**config.mk**
```make
export PLATFORM = sky130hd
export DESIGN_NAME = store
export DESIGN_NICKNAME = d
export VERILOG_FILES = /design/src/rtl/store.sv
export SDC_FILE = /design/constraint.sdc
export NUM_CORES = 1
export LEC_CHECK = 0
export CORE_MARGIN = 2
export CORE_UTILIZATION = 57
export DETAILED_ROUTE_END_ITERATION = 6
export PLACE_DENSITY = 0.82
export SYNTH_ARGS = -nofsm -noshare
export SYNTH_HDL_FRONTEND = slang
export SYNTH_SLANG_ARGS = --single-unit
```
**constraint.sdc**
```tcl
create_clock -name ACLK -period 18.3 [get_ports ACLK]
set_clock_uncertainty 0.05 [all_clocks]
set_input_delay 3.66 -clock ACLK [delete_from_list [all_inputs] [get_ports ACLK]]
set_output_delay 3.66 -clock ACLK [all_outputs]
set_load 0.005 [all_outputs]
```
**src/rtl/store.sv**
```systemverilog
// store: AXI4 write master that issues queued word stores as single-beat writes.
// Requests enter a small circular FIFO. One AW/W/B transaction is in flight at a time.
// Optional feature macro: STORE_BRESP_ERR_EN. When it is defined, the first non-OKAY
// BRESP sets a sticky O_ERR and records the address of that write in O_ERR_ADDR.
module store #(
    parameter int unsigned C_M_AXI_THREAD_ID_WIDTH = 1,
    parameter int unsigned C_M_AXI_AWUSER_WIDTH    = 1,
    parameter int unsigned C_M_AXI_WUSER_WIDTH     = 4,
    parameter int unsigned C_M_AXI_BUSER_WIDTH     = 1,
    parameter int unsigned QDEPTH_LOG2             = 2
) (
    input  logic                               ACLK,
    input  logic                               ARESETN,
    input  logic [31:0]                        I_ADDR,
    input  logic [31:0]                        I_DATA,
    input  logic [3:0]                         I_STRB,
    input  logic                               I_VALID,
    output logic                               I_READY,
    output logic                               O_BUSY,
    output logic                               O_DONE,
    output logic                               O_ERR,
    output logic [31:0]                        O_ERR_ADDR,
    output logic [C_M_AXI_THREAD_ID_WIDTH-1:0] M_AXI_AWID,
    output logic [31:0]                        M_AXI_AWADDR,
    output logic [7:0]                         M_AXI_AWLEN,
    output logic [2:0]                         M_AXI_AWSIZE,
    output logic [1:0]                         M_AXI_AWBURST,
    output logic [1:0]                         M_AXI_AWLOCK,
    output logic [3:0]                         M_AXI_AWCACHE,
    output logic [2:0]                         M_AXI_AWPROT,
    output logic [3:0]                         M_AXI_AWQOS,
    output logic [C_M_AXI_AWUSER_WIDTH-1:0]    M_AXI_AWUSER,
    output logic                               M_AXI_AWVALID,
    input  logic                               M_AXI_AWREADY,
    output logic [31:0]                        M_AXI_WDATA,
    output logic [3:0]                         M_AXI_WSTRB,
    output logic                               M_AXI_WLAST,
    output logic [C_M_AXI_WUSER_WIDTH-1:0]     M_AXI_WUSER,
    output logic                               M_AXI_WVALID,
    input  logic                               M_AXI_WREADY,
    input  logic [C_M_AXI_THREAD_ID_WIDTH-1:0] M_AXI_BID,
    input  logic [1:0]                         M_AXI_BRESP,
    input  logic [C_M_AXI_BUSER_WIDTH-1:0]     M_AXI_BUSER,
    input  logic                               M_AXI_BVALID,
    output logic                               M_AXI_BREADY
);

    localparam int unsigned Depth = 1 << QDEPTH_LOG2;

    typedef enum logic [1:0] {StIdle, StAddr, StResp} state_e;

    state_e                 state_q;
    logic [QDEPTH_LOG2:0]   wr_ptr_q, rd_ptr_q, wr_ptr_d, rd_ptr_d;
    logic [QDEPTH_LOG2-1:0] wr_idx, rd_idx;
    logic [29:0]            q_addr [Depth];
    logic [31:0]            q_data [Depth];
    logic [3:0]             q_strb [Depth];
    logic                   full, empty, push, pop, nonempty_d;

    logic [29:0] awaddr_q;
    logic [31:0] wdata_q;
    logic [3:0]  wstrb_q;
    logic        awvalid_q, wvalid_q, bready_q, aw_done_q, w_done_q, done_q, busy_q;
    logic        aw_fire, w_fire, b_fire, aw_all, w_all;

    assign wr_idx = wr_ptr_q[QDEPTH_LOG2-1:0];
    assign rd_idx = rd_ptr_q[QDEPTH_LOG2-1:0];

    // Extra pointer MSB separates full from empty when the indices match
    assign full  = (wr_ptr_q[QDEPTH_LOG2] != rd_ptr_q[QDEPTH_LOG2]) && (wr_idx == rd_idx);
    assign empty = (wr_ptr_q == rd_ptr_q);

    // A full queue refuses pushes even when a pop happens in the same cycle
    assign push = I_VALID && !full;
    assign pop  = (state_q == StIdle) && !empty;

    assign wr_ptr_d   = wr_ptr_q + {{QDEPTH_LOG2{1'b0}}, push};
    assign rd_ptr_d   = rd_ptr_q + {{QDEPTH_LOG2{1'b0}}, pop};
    assign nonempty_d = (wr_ptr_d != rd_ptr_d);

    assign aw_fire = awvalid_q && M_AXI_AWREADY;
    assign w_fire  = wvalid_q && M_AXI_WREADY;
    assign b_fire  = bready_q && M_AXI_BVALID;
    assign aw_all  = aw_done_q || aw_fire;
    assign w_all   = w_done_q || w_fire;

    // Queue pointers
    always_ff @(posedge ACLK or negedge ARESETN) begin
        if (!ARESETN) begin
            wr_ptr_q <= '0;
            rd_ptr_q <= '0;
        end else begin
            wr_ptr_q <= wr_ptr_d;
            rd_ptr_q <= rd_ptr_d;
        end
    end

    // Queue storage, written on an accepted push
    always_ff @(posedge ACLK) begin
        if (push) begin
            q_addr[wr_idx] <= I_ADDR[31:2];
            q_data[wr_idx] <= I_DATA;
            q_strb[wr_idx] <= I_STRB;
        end
    end

    // Transaction FSM with registered channel controls, done pulse and busy flag
    always_ff @(posedge ACLK or negedge ARESETN) begin
        if (!ARESETN) begin
            state_q   <= StIdle;
            awaddr_q  <= '0;
            wdata_q   <= '0;
            wstrb_q   <= '0;
            awvalid_q <= 1'b0;
            wvalid_q  <= 1'b0;
            bready_q  <= 1'b0;
            aw_done_q <= 1'b0;
            w_done_q  <= 1'b0;
            done_q    <= 1'b0;
            busy_q    <= 1'b0;
        end else begin
            done_q <= 1'b0;
            unique case (state_q)
                StIdle: begin
                    busy_q <= nonempty_d || pop;
                    if (pop) begin
                        awaddr_q  <= q_addr[rd_idx];
                        wdata_q   <= q_data[rd_idx];
                        wstrb_q   <= q_strb[rd_idx];
                        awvalid_q <= 1'b1;
                        wvalid_q  <= 1'b1;
                        aw_done_q <= 1'b0;
                        w_done_q  <= 1'b0;
                        state_q   <= StAddr;
                    end
                end
                StAddr: begin
                    busy_q    <= 1'b1;
                    aw_done_q <= aw_all;
                    w_done_q  <= w_all;
                    if (aw_fire) awvalid_q <= 1'b0;
                    if (w_fire) wvalid_q <= 1'b0;
                    if (aw_all && w_all) begin
                        bready_q <= 1'b1;
                        state_q  <= StResp;
                    end
                end
                StResp: begin
                    if (b_fire) begin
                        bready_q <= 1'b0;
                        done_q   <= 1'b1;
                        busy_q   <= nonempty_d;
                        state_q  <= StIdle;
                    end else begin
                        busy_q <= 1'b1;
                    end
                end
                default: state_q <= StIdle;
            endcase
        end
    end

`ifdef STORE_BRESP_ERR_EN
    logic        err_q;
    logic [31:0] err_addr_q;
    logic        unused_inputs;

    // Capture only the first non-OKAY response; held until reset
    always_ff @(posedge ACLK or negedge ARESETN) begin
        if (!ARESETN) begin
            err_q      <= 1'b0;
            err_addr_q <= '0;
        end else if (b_fire && (M_AXI_BRESP != 2'b00) && !err_q) begin
            err_q      <= 1'b1;
            err_addr_q <= {awaddr_q, 2'b00};
        end
    end

    assign O_ERR         = err_q;
    assign O_ERR_ADDR    = err_addr_q;
    assign unused_inputs = ^{I_ADDR[1:0], M_AXI_BID, M_AXI_BUSER};
`else
    logic unused_inputs;

    assign O_ERR         = 1'b0;
    assign O_ERR_ADDR    = '0;
    assign unused_inputs = ^{I_ADDR[1:0], M_AXI_BID, M_AXI_BUSER, M_AXI_BRESP};
`endif

    assign I_READY = !full;
    assign O_BUSY  = busy_q;
    assign O_DONE  = done_q;

    assign M_AXI_AWID    = '0;
    assign M_AXI_AWADDR  = {awaddr_q, 2'b00};
    assign M_AXI_AWLEN   = 8'd0;
    assign M_AXI_AWSIZE  = 3'b010;
    assign M_AXI_AWBURST = 2'b01;
    assign M_AXI_AWLOCK  = 2'b00;
    assign M_AXI_AWCACHE = 4'b0011;
    assign M_AXI_AWPROT  = 3'b000;
    assign M_AXI_AWQOS   = 4'b0000;
    assign M_AXI_AWUSER  = '0;
    assign M_AXI_AWVALID = awvalid_q;
    assign M_AXI_WDATA   = wdata_q;
    assign M_AXI_WSTRB   = wstrb_q;
    assign M_AXI_WLAST   = wvalid_q;
    assign M_AXI_WUSER   = '0;
    assign M_AXI_WVALID  = wvalid_q;
    assign M_AXI_BREADY  = bready_q;

endmodule
```
==> run_results.csv, run 1 <==
group,metric,value,unit
outcome,status,"finished clean",
timing,tightestPinTransition,1.10,ns
floorplanning,rows,56,
critical_path,worstRegToRegCells,5,
logic_synthesis,yosysTopAreaCell,"edfxtp_1",
global_routing,grt_max_degree,69,
drt,drt_first_pass_iters,4,
power,power.leakage,0.00569,uW
critical_path,worstPathRequired,14.59,ns
timing,hold_violations,0,
floorplanning,core-area,0.0233,sq mm
clock_tree,clk_pin_slew,0.06,ns
global_routing,grt_pass1_wl,37700,um
power,netSwitchingPower,789,uW
flow_run,max_cap_violations,0,
clock_tree,post_cts_resized,0,
global_routing,grt_pass1_vias,6738,
drt,drc,0,
global_routing,overflow,0,
final_layout,final_common_cell,"edfxtp_1",
logic_synthesis,ys_ff_latch,345,
power,clock_power_share,0.240,
logic_synthesis,synthTopCellsByArea,"edfxtp_1 59%, dfrtp_1 15%, mux4_2 11%, mux2_2 4.9%, buf_4 3.9%",
worst_hold_path,hold_depth,1,
final_layout,final_cells,1146,
power,seqPwrFrac,0.441,
timing,max_slew_margin,0.268,
final_layout,layout.nets,888,
final_layout,drive_above_1_share,0.241,
clock_tree,clk_latency,0.50,ns
final_layout,area_delta_synth_final,19.4,%
drt,wl,24600,um
logic_synthesis,synth_seq_area_share,0.744,
critical_path,critPathArrivalTime,2.84,ns
timing,fmax,153,MHz
global_routing,antenna_found_initial,1,
drt,viasPerCell,5.50,
critical_path,critical_path.max_fanout,68,
floorplanning,die-area,0.0247,sq mm
power,pwr_density_cell,175,mW/mm^2
power,power.internal,2010,uW
logic_synthesis,yosysTopAreaCellShare,0.593,
worst_hold_path,min_from,"awaddr_q[26]",
critical_path,start_kind,"flip-flop",
critical_path,endpoint_kind,"primary output",
logic_synthesis,synth-edff-count,264,
critical_path,path_cells,"xor2_1 -> nor2_1 -> nand2_1 -> clkdlybuf4s50_1",
logic_synthesis,synthArstFlopShare,0.235,
logic_synthesis,ys_warn_count,0,
placed_design,place_congestion,0.794,
clock_tree,cts_buffer_depth,3,
critical_path,reg2reg_from,"rd_ptr_q[1]",
timing,tns,0,ns
timing,min_period,6.55,ns
power,p_sw_frac,0.282,
drt,antenna_left,0,
logic_synthesis,syn_area,0.0134,sq mm
critical_path,criticalPathCategory,"flip-flop to primary output",
drt,num_vias,6298,
logic_synthesis,syn-instance-count,638,
clock_tree,cts_buffers,34,
critical_path,slowest_delay,1.13,ns
timing,setup_viol,0,
floorplanning,start_util,0.575,
power,combPwrFrac,0.319,
logic_synthesis,synth.avg_cell_area,21.0,sq um
clock_tree,htree_levels,2,
critical_path,cp_num_buf_inv,1,
placed_design,io_buffers,144,
drt,avgRoutedWirePerCell,21.5,um
timing,rsz0062_at_grt,"no",
final_layout,final_cell_mix,"264 x edfxtp_1, 143 x clkdlybuf4s50_1, 79 x dfrtp_1, 67 x conb_1, 66 x mux4_2",
critical_path,r2r_setup_slack,14.83,ns
critical_path,rr_endpoint,"q_strb[3][3]",
placed_design,dp_cells,1084,
timing,finalCritPeriodShare,0.358,
power,finalPower,2790,uW
floorplanning,ios,218,
clock_tree,cts_tree,"yes",
worst_hold_path,hold_path_class,"flip-flop to flip-flop",
clock_tree,cts_setup_buffers,0,
power,peakVddDrop,0.000114,V
clock_tree,cts_sinks,345,
critical_path,cpLargestDelayFamily,"flip-flops",
drt,drtIter0Drc,384,
critical_path,worst_path_max_delay_cell,"dfrtp_4",
worst_hold_path,holdPathEnd,"awaddr_q[26]",
clock_tree,root_buffer,"clkbuf_16",
floorplanning,die_w,157,um
placed_design,dp_hpwl,14000,um
clock_tree,cts_hold_buf,0,
global_routing,grt_use_total,0.205,
timing,finalMaxSlewViolations,0,
logic_synthesis,yosys_most_used_dff,"edfxtp_1",
floorplanning,die_h,157,um
logic_synthesis,synth.distinct_cells,34,
## kinds of logic (layout without fill, tap and decap cells)
logic type / count (synthesis) / count (layout) / synth area share
xor+xnor: 8 / 8 / 0.00524
buf+inv: 96 / 219 / 0.0510
flops: 345 / 345 / 0.744
fa+ha+maj: 9 / 9 / 0.00842
compound gates: 15 / 15 / 0.00786
mux: 136 / 136 / 0.172
other cells: 2 / 68 / 0.000561
simple gates: 27 / 27 / 0.0105
## worst reg2reg max path: stages, from the launching register on
cell,delay (ns)
dfrtp_4,1.13
xor2_1,0.42
nor2_1,0.14
a21bo_2,0.28
inv_1,0.09
and3_4,0.89
## cells in the mapped netlist (2+ instances only)
cell type,count
a31oi_1,3
xor2_1,8
buf_1,2
and3_1,2
inv_1,5
mux2i_1,2
nor2_1,2
nor3b_1,3
a21oi_1,7
buf_6,7
buf_4,69
edfxtp_1,264
dfrtp_1,81
nand2_1,8
buf_2,8
mux2_2,58
nand3_1,5
clkbuf_1,5
conb_1,2
ha_1,9
nor3_1,2
mux4_2,66
mux2_4,9
## cell type report
class / instances / area, sq um
Multi-Input combinational cell: 262 / 3010
Sequential cell: 345 / 9960
Clock buffer: 47 / 951
Tap cell: 319 / 399
Timing Repair Buffer: 153 / 1510
Fill cell: 1438 / 7290
Inverter: 5 / 18.8
Antenna cell: 1 / 2.50
Clock inverter: 14 / 125
## worst max-delay path by stage
stage / from / endpoint / slack [ns] / cells past startpoint
5_1_grt: rd_ptr_q[1] / I_READY / 11.57 / 4
2_1_floorplan: I_VALID / q_addr[2][0] / 8.94 / 2
3_3_place_gp: rd_ptr_q[1] / I_READY / 12.27 / 4
3_5_place_dp: rd_ptr_q[1] / I_READY / 12.25 / 4
4_1_cts: rd_ptr_q[1] / I_READY / 11.70 / 4
6_report: rd_ptr_q[1] / I_READY / 11.75 / 4
## through the flow
step	worst slack (ns)	utilization	cell area [sq um]	hold slack [ns]
6_report	11.75	0.687	16000	0.445
5_1_grt	11.57	0.686	16000	0.468
4_1_cts	11.70	0.686	16000	0.454
3_5_place_dp	12.25	0.640	14900	0.440
3_3_place_gp	12.27	0.640	14900	0.424
2_1_floorplan	8.94	-	13600	0.439
## metal layers
metal,wire length (um),global-route usage,up-vias,share of wire
met1,9440,0.260,3289,0.38
met2,12900,0.357,260,0.52
met3,1800,0.0496,43,0.073
li1,-,-,2706,-
met4,473,0.0550,0,0.019
met5,0,0,-,0
## state kept, by name, indices dropped and copies added (netlist names)
| name | count |
|---|---|
| state_q | 2 |
| M_AXI_AWVALID | 1 |
| O_BUSY | 1 |
| q_data | 128 |
| q_addr | 120 |
| rd_ptr_q | 3 |
| wr_ptr_q | 3 |
| O_DONE | 1 |
| M_AXI_BREADY | 1 |
| aw_done_q | 1 |
| awaddr_q | 30 |
| M_AXI_WLAST | 1 |
| w_done_q | 1 |
| M_AXI_WSTRB | 4 |
| M_AXI_WDATA | 32 |
| q_strb | 16 |
## power by group through the flow
stage               clock network (uW)  logic (uW)  registers [uW]
global placement                     0         871            1230
floorplan                            0         626            1200
finish                             670         891            1230
CTS                                684         910            1240
global route                       713         966            1260
detailed placement                   0         901            1250
Note: power is estimated with default switching activity, not from simulation.
==> run 2: changes to the inputs <==
- CORE_UTILIZATION: 57 -> 48
- PLACE_DENSITY: 0.82 -> 0.74
- clock period: 18.3 -> 5.4 ns (I/O delays scaled with it)
==> run 2 against run 1 <==
Critical path depth unchanged. Power increased to 3.5 times the previous value. Combinational power grew to 3.5 times the previous value. Hold slack better by 0.0084 ns. Largest cell class unchanged.
==> run_results.csv, run 2 (synthesis gave the netlist of run 1 again) <==
group,metric,value,unit
critical_path,worstPathRequired,4.27,ns
timing,finalMaxSlewViolations,0,
clock_tree,htree_levels,2,
drt,antenna_left,0,
drt,wl,23800,um
drt,drt_first_pass_iters,6,
worst_hold_path,holdPathEnd,"M_AXI_WDATA[22]",
clock_tree,cts_buffers,37,
global_routing,grt_pass1_wl,35900,um
clock_tree,clk_latency,0.51,ns
placed_design,place_congestion,0.728,
global_routing,grt_use_total,0.165,
clock_tree,cts_setup_buffers,0,
placed_design,dp_hpwl,13300,um
global_routing,grt_pass1_vias,6271,
placed_design,io_buffers,144,
timing,tightestPinTransition,1.02,ns
floorplanning,core-area,0.0276,sq mm
drt,drc,0,
power,power.leakage,0.00579,uW
final_layout,area_delta_synth_final,21.5,%
critical_path,critPathArrivalTime,2.36,ns
timing,rsz0062_at_grt,"no",
floorplanning,die_h,171,um
global_routing,overflow,0,
critical_path,r2r_setup_slack,2.43,ns
floorplanning,die-area,0.0292,sq mm
flow_run,max_cap_violations,0,
timing,max_slew_margin,0.318,
clock_tree,root_buffer,"clkbuf_16",
timing,tns,0,ns
drt,drtIter0Drc,340,
worst_hold_path,min_from,"M_AXI_WDATA[22]",
power,finalPower,9680,uW
final_layout,drive_above_1_share,0.251,
drt,avgRoutedWirePerCell,19.6,um
final_layout,final_cell_mix,"264 x edfxtp_1, 143 x clkdlybuf4s50_1, 79 x dfrtp_1, 67 x conb_1, 66 x mux4_2",
timing,min_period,3.49,ns
timing,fmax,287,MHz
final_layout,layout.nets,894,
floorplanning,start_util,0.484,
critical_path,worstRegToRegCells,6,
floorplanning,ios,218,
power,peakVddDrop,0.000373,V
floorplanning,rows,61,
final_layout,fillers,2054,
final_layout,final_common_cell,"edfxtp_1",
critical_path,cp-startpoint,"rd_ptr_q[0]",
critical_path,rr_endpoint,"q_addr[3][11]",
floorplanning,die_w,171,um
timing,setup_viol,0,
clock_tree,post_cts_resized,0,
drt,viasPerCell,5.07,
power,pwr_density_cell,596,mW/mm^2
global_routing,antenna_found_initial,2,
timing,finalCritPeriodShare,0.646,
final_layout,regMostFlops,"q_data",
critical_path,start_kind,"flip-flop",
timing,hold_violations,0,
clock_tree,cts_tree,"yes",
outcome,status,"finished clean",
critical_path,endpoint_kind,"primary output",
clock_tree,cts_buffer_depth,3,
worst_hold_path,hold_path_class,"flip-flop to flip-flop",
clock_tree,cts_hold_buf,0,
worst_hold_path,hold_depth,1,
clock_tree,clk_pin_slew,0.06,ns
critical_path,reg2reg_from,"rd_ptr_q[0]",
critical_path,critical_path.max_fanout,23,
global_routing,grt_max_degree,68,
clock_tree,cts_sinks,345,
drt,num_vias,6151,
final_layout,largest_reg_flops,128,
critical_path,criticalPathCategory,"flip-flop to primary output",
-- run 2: layout make-up --
cell class                 instances  area [sq um]  area share
antenna                            1          2.50    0.000154
clock buffer                      50          1040      0.0638
clock inverter                    17           196      0.0121
inverter                           5          18.8     0.00115
multi-input combinational        262          3020       0.186
sequential                       345          9960       0.613
tap                              378           473      0.0291
timing repair buffer             156          1540      0.0948
-- run 2: through the flow --
step | std cells | hold WS, ns | instance area (sq um) | utilization | setup slack, ns
floorplan | 703 | 0.439 | 13600 | - | 0.939
global placement | 1146 | 0.436 | 15000 | 0.544 | 2.08
detailed placement | 1146 | 0.443 | 15000 | 0.544 | 2.07
CTS | 1213 | 0.455 | 16300 | 0.588 | 1.83
global route | 1213 | 0.466 | 16300 | 0.588 | 1.72
finish | 1214 | 0.453 | 16300 | 0.588 | 1.91
-- run 2: per-layer routing --
metal,GRT usage,share of wire,up-vias
met1,0.224,0.43,3180
met2,0.268,0.49,205
li1,-,-,2726
met3,0.0421,0.058,38
met5,0,0.00051,-
met4,0.0461,0.019,2
-- run 2: how the worst max path moves through the flow --
stage / slack [ns] / to / depth (start not counted)
2_1_floorplan: 0.94 / q_addr[2][0] / 2
3_3_place_gp: 2.08 / q_addr[3][20] / 5
3_5_place_dp: 2.07 / q_data[3][0] / 5
4_1_cts: 1.83 / I_READY / 4
5_1_grt: 1.72 / I_READY / 4
6_report: 1.91 / I_READY / 4
-- run 2: where the power goes --
group	switching, uW	total (uW)	internal, uW
Clock	979	2520	1550
Sequential	346	4060	3710
Combinational	1340	3100	1760
-- run 2: worst max-delay path: stages (launching register included) --
cell	delay, ns
dfrtp_4	0.74
xor2_1	0.40
nor2_1	0.10
nand2_1	0.10
clkdlybuf4s50_1	0.50
